===== config.mk =====
export PLATFORM = sky130hd
export DESIGN_NAME = branch_resolve_unit
export DESIGN_NICKNAME = d
export VERILOG_FILES = /design/src/rtl/branch_pkg.sv /design/src/rtl/branch_history_table.sv /design/src/rtl/branch_resolve_unit.sv
export SDC_FILE = /design/constraint.sdc
export NUM_CORES = 1
export LEC_CHECK = 0
export ABC_AREA = 1
export BUFFER_PORTS_ARGS = -buffer_cell sky130_fd_sc_hd__buf_2
export CORE_MARGIN = 2
export CORE_UTILIZATION = 40
export DETAILED_ROUTE_END_ITERATION = 8
export GPL_ROUTABILITY_DRIVEN = 0
export GPL_TIMING_DRIVEN = 0
export PLACE_DENSITY = 0.6
export REMOVE_ABC_BUFFERS = 1
export SLEW_MARGIN = 10
export SYNTH_ARGS = -nofsm -noshare
export SYNTH_HDL_FRONTEND = slang
export SYNTH_SLANG_ARGS = --single-unit
export TNS_END_PERCENT = 10

===== constraint.sdc =====
create_clock -name clk -period 3.4 [get_ports clk]
set_input_delay 0.34 -clock clk [delete_from_list [all_inputs] [get_ports clk]]
set_output_delay 0.34 -clock clk [all_outputs]
set_load 0.02 [all_outputs]

===== src/rtl/branch_pkg.sv =====
// Shared definitions for the branch resolve unit and its history table.
// Contents:
//   OP_*      3-bit branch-type encoding carried with each branch.
//   CTR_*     2-bit saturating predictor counter states.
//   ctr_step  one saturating training step of a predictor counter.
package branch_pkg;

  localparam logic [2:0] OP_NONE = 3'b000;
  localparam logic [2:0] OP_BEQ  = 3'b001;
  localparam logic [2:0] OP_BNE  = 3'b010;
  localparam logic [2:0] OP_BGTZ = 3'b011;
  localparam logic [2:0] OP_BGEZ = 3'b100;
  localparam logic [2:0] OP_BLTZ = 3'b101;
  localparam logic [2:0] OP_BLEZ = 3'b110;
  localparam logic [2:0] OP_RSVD = 3'b111;

  localparam logic [1:0] CTR_SNT   = 2'd0;
  localparam logic [1:0] CTR_WNT   = 2'd1;
  localparam logic [1:0] CTR_WT    = 2'd2;
  localparam logic [1:0] CTR_ST    = 2'd3;
  localparam logic [1:0] CTR_RESET = CTR_WNT;

  // Move one step toward taken or not-taken; sticks at both ends.
  function automatic logic [1:0] ctr_step(input logic [1:0] ctr, input logic up);
    logic [1:0] nxt;
    nxt = ctr;
    if (up) begin
      if (ctr != CTR_ST) nxt = ctr + 2'd1;
    end else begin
      if (ctr != CTR_SNT) nxt = ctr - 2'd1;
    end
    return nxt;
  endfunction

endpackage


===== src/rtl/branch_history_table.sv =====
// DEPTH-entry table of 2-bit saturating predictor counters.
// Ports:
//   clk, rst    rising-edge clock, synchronous active-high reset
//   rd_idx      fetch lookup index (asynchronous read)
//   rd_pred     prediction = MSB of the counter at rd_idx
//   upd_en      apply one training step this edge
//   upd_idx     entry to train
//   upd_taken   direction of the training step
// Reads see the pre-edge value; there is no write-to-read bypass.
module branch_history_table
  import branch_pkg::*;
#(
  parameter int DEPTH = 64,
  parameter int IDX_W = $clog2(DEPTH)
) (
  input  logic             clk,
  input  logic             rst,
  input  logic [IDX_W-1:0] rd_idx,
  output logic             rd_pred,
  input  logic             upd_en,
  input  logic [IDX_W-1:0] upd_idx,
  input  logic             upd_taken
);

  logic [1:0] ctr_q [DEPTH];

  always_ff @(posedge clk) begin
    if (rst) begin
      for (int i = 0; i < DEPTH; i++) ctr_q[i] <= CTR_RESET;
    end else if (upd_en) begin
      ctr_q[upd_idx] <= ctr_step(ctr_q[upd_idx], upd_taken);
    end
  end

  assign rd_pred = ctr_q[rd_idx][1];

endmodule


===== src/rtl/branch_resolve_unit.sv =====
// Branch condition evaluation, one-cycle registered resolution, predictor
// training and saturating statistics.
// Ports:
//   clk, rst          rising-edge clock, synchronous active-high reset
//   in_valid, stall   branch presented / downstream stall (freezes unit)
//   op, rs, rt        branch type and two's-complement operands
//   pc, pred_taken    branch PC (table index) and the prediction it carried
//   fetch_pc          fetch lookup PC; fetch_pred is the combinational answer
//   out_valid, taken, mispredict   registered outcome of the accepted branch
//   branch_count, mispredict_count saturating statistics
// Handshake: a branch is taken in when in_valid=1, stall=0 and op is one of
// the six real branch types. There is no ready: stall is the only
// backpressure, and while it is high every register (outputs, table,
// counts) holds and the presented branch is not consumed.
module branch_resolve_unit
  import branch_pkg::*;
#(
  parameter int WIDTH = 32,
  parameter int DEPTH = 64,
  parameter int PC_W  = 32,
  parameter int CNT_W = 16
) (
  input  logic             clk,
  input  logic             rst,
  input  logic             in_valid,
  input  logic             stall,
  input  logic [2:0]       op,
  input  logic [WIDTH-1:0] rs,
  input  logic [WIDTH-1:0] rt,
  input  logic [PC_W-1:0]  pc,
  input  logic             pred_taken,
  input  logic [PC_W-1:0]  fetch_pc,
  output logic             fetch_pred,
  output logic             out_valid,
  output logic             taken,
  output logic             mispredict,
  output logic [CNT_W-1:0] branch_count,
  output logic [CNT_W-1:0] mispredict_count
);

  localparam int IDX_W = $clog2(DEPTH);
  localparam logic [CNT_W-1:0] CNT_MAX = {CNT_W{1'b1}};

  logic cond;
  logic op_ok;
  logic accept;
  logic mis;

  // Sign and zero tests replace a subtractor for the compare-with-zero ops.
  logic rs_neg;
  logic rs_zero;
  assign rs_neg  = rs[WIDTH-1];
  assign rs_zero = (rs == '0);

  always_comb begin
    cond  = 1'b0;
    op_ok = 1'b1;
    case (op)
      OP_BEQ:  cond = (rs == rt);
      OP_BNE:  cond = (rs != rt);
      OP_BGTZ: cond = !rs_neg && !rs_zero;
      OP_BGEZ: cond = !rs_neg;
      OP_BLTZ: cond = rs_neg;
      OP_BLEZ: cond = rs_neg || rs_zero;
      default: op_ok = 1'b0;   // OP_NONE, OP_RSVD
    endcase
  end

  assign accept = in_valid && !stall && op_ok;
  assign mis    = cond != pred_taken;

  always_ff @(posedge clk) begin
    if (rst) begin
      out_valid        <= 1'b0;
      taken            <= 1'b0;
      mispredict       <= 1'b0;
      branch_count     <= '0;
      mispredict_count <= '0;
    end else if (!stall) begin
      out_valid  <= accept;
      taken      <= accept && cond;
      mispredict <= accept && mis;
      if (accept && branch_count != CNT_MAX)
        branch_count <= branch_count + CNT_W'(1);
      if (accept && mis && mispredict_count != CNT_MAX)
        mispredict_count <= mispredict_count + CNT_W'(1);
    end
  end

  branch_history_table #(
    .DEPTH (DEPTH),
    .IDX_W (IDX_W)
  ) u_bht (
    .clk       (clk),
    .rst       (rst),
    .rd_idx    (fetch_pc[IDX_W+1:2]),
    .rd_pred   (fetch_pred),
    .upd_en    (accept),
    .upd_idx   (pc[IDX_W+1:2]),
    .upd_taken (cond)
  );

  // Only the index bits of the PCs are meaningful to this unit.
  logic unused_pc_bits;
  assign unused_pc_bits = ^{pc, fetch_pc};

endmodule


==> metrics.cfg <==
[run_status]
outcome=completed

[timing]
hold_slack_ps=216
finalSetupViolCount=0
worst_pin_slew_ps=933
rsz0062_at_grt=yes
hold_violations=0
slew_headroom_pct=37.7
drv_slew=0
setup_tns_ps=0
post-route-period-util_pct=99.7
post-route-min-period_ps=3390
max_freq_mhz=295
clock_skew_ps=13.8

[synth]
postSynthAreaPerCell_um2=7.80
yosys_register_bits=163
synthDistinctLibCells=43
synth_cells=1232
yosysWarnings=0
syn_area_mm2=0.00961
yosysSeqAreaShare_pct=47.3

[floorplan]
die_h_um=159
die-area_mm2=0.0253
initial_core_util_pct=40.8
die_width_um=159
rows=56
core_area_mm2=0.0235
io_pins=172

[drt]
vias_per_cell=5.24
post_drt_wl_per_cell_um=16.6
drc_errors=0
finalWirelength_mm=27.5
final_antenna_net_count=0
drtPass1Iterations=7
num_vias=8659
drt_iter0_markers=843

[power_and_ir_drop]
peakVddDrop_v=0.000285
powerDensity_mw_per_mm2=425
p_leak_uw=0.00401

[clock_tree]
clk_pin_slew_ps=60
clkLatencyLatePin_ps=440
clock_sinks=163
cts_root_buf=clkbuf_16
cts_inserted_buffers=17
h-tree-depth=4
clock_path_buffers=2
cts_tree=done

[critical_path]
worstSetupStartpoint=pc[3]
path_class=input pin to flop
cp-start-kind=input pin
endpoint=u_bht.ctr_q[42][0]
rr_startpoint=mispredict_count[0]
cp-end-kind=flop
reg2reg_slack_ps=690
cp.required_ps=3550
r2r_cells=10
crit_fanout=25
r2r-end=mispredict_count[0]
crit_arrival_ps=3540
cpMaxStageDelayCell=o21ai_4
path_cells=buf_2, inv_1, nand3_2, inv_2, a22oi_1, nand3_1, o21ai_0, nand2_1, nor2_1, nand2_2, inv_2, o21ai_4, buf_16, buf_16, nand3_1
cpPeakStageDelay_ps=550

[global_route]
grt_max_degree=65
top_usage_layer=met2
grt_use_met2_pct=37.1
grt_pass1_wl_mm=43.1
grt.overflow.total=0
grtUsageMet3_pct=3.62
met1_usage_pct=28.4
track_usage_pct=21.6
antenna_found_initial=0
grt_pass1_vias=8207

[placement]
dpl.hpwl_mm=18.0
portBuffers=119
dp.cells=1618

[job]
maxCapViolCount=0

[layout]
diodes=0
layout_commonest_cell=nand2_1
nets=1459
area_growth_pct=14.4
final_cell_mix=287 x nand2_1, 180 x nor2_1, 143 x inv_1, 128 x edfxtp_1, 118 x buf_2
final_util_pct=46.7
stdcell_count=1653
final_layout_size_suffix_gt1_share_pct=15.8

[min_path]
min-delay-start=stall
hold_class=input pin to flop

==> flip-flops by register name, indices dropped and copies added, names as in the netlist <==
name and count:
u_bht.ctr_q 128, taken 1, branch_count 16, mispredict_count 16, mispredict 1, out_valid 1
==> power breakdown <==
part / internal, µW / switching (µW) / total [µW]
clock: 952 / 869 / 1820
sequential: 2170 / 18.1 / 2190
combinational: 196 / 468 / 663
==> worst min-delay path by stage <==
stage | endpoint | slack (ps) | cells after the start
after floorplan | branch_count[14] | 410 | 1
after global placement | mispredict | 440 | 2
after detailed placement | mispredict | 450 | 2
after CTS | mispredict | 210 | 3
after global routing | out_valid | 240 | 3
final | mispredict | 220 | 3
==> critical path: cells and delay by family <==
kind	cells	cell delay, ps
AO/OA/AOI/OAI	3	810
buffers and inverters	6	1380
AND/OR/NAND/NOR	6	980
==> repair_timing <==
action / in CTS / in global routing
cloned: 0 / 1
resized for setup: 3 / 2
pin swaps: 1 / 1
buffers inserted: 0 / 2
hold buffers: 0 / 0
setup endpoints to repair: 90 / 90
==> cell usage after synthesis (all sizes together) <==
cell | count | share of area [%]
a21boi | 1 | 0.078
a22oi | 15 | 1.2
xor2 | 12 | 1.1
dfxtp | 35 | 7.3
o21a | 1 | 0.078
o2111ai | 1 | 0.091
o211ai | 1 | 0.078
nand2 | 291 | 11
nand3 | 103 | 5.9
a31oi | 1 | 0.065
o21ai | 61 | 3.4
buf | 35 | 2.5
o221ai | 3 | 0.27
nor4 | 4 | 0.33
a211oi | 1 | 0.078
nor3 | 22 | 1.1
edfxtp | 128 | 40
inv | 155 | 6.1
clkinv | 3 | 0.12
o31ai | 2 | 0.16
a21oi | 51 | 2.7
o2bb2ai | 1 | 0.091
o22ai | 7 | 0.46
ha | 2 | 0.26
nor3b | 2 | 0.27
clkbuf | 22 | 0.86
xnor2 | 29 | 2.6
a221oi | 7 | 0.64
nor2 | 200 | 8.3
nand4 | 36 | 2.3
==> stage by stage <==
step | area [µm²] | total power, µW | setup WS (ps)
floorplan | 9280 | 2580 | 527
global placement | 10300 | 2830 | -1540
detailed placement | 10400 | 2880 | -815
CTS | 11000 | 4680 | -84.4
global route | 11000 | 4840 | -141
finish | 11000 | 4680 | 8.58
==> routing by layer <==
metal,part of all wire (%),vias to the layer above,routed length [µm]
li1,-,4252,-
met1,42,4048,11600
met3,7.4,32,2040
met5,0,-,0
met4,1.5,0,411
met2,49,327,13400
==> cells by family after synthesis <==
kind of cell | synth area share, %
and+or+nand+nor | 29.8
buffers and inverters | 9.55
DFF | 47.3
AOI/OAI and AO/OA | 9.38
xor gates and xnor gates | 3.74
adders and majority gates | 0.260
==> layout make-up <==
class | instances | area [µm²]
Clock inverter | 15 | 128
Tap cell | 319 | 399
Clock buffer | 17 | 425
Fill cell | 2385 | 12600
Sequential cell | 163 | 4540
Inverter | 158 | 599
Multi-Input combinational cell | 855 | 4170
Timing Repair Buffer | 126 | 728
Note: power is estimated with default switching activity, not from simulation.
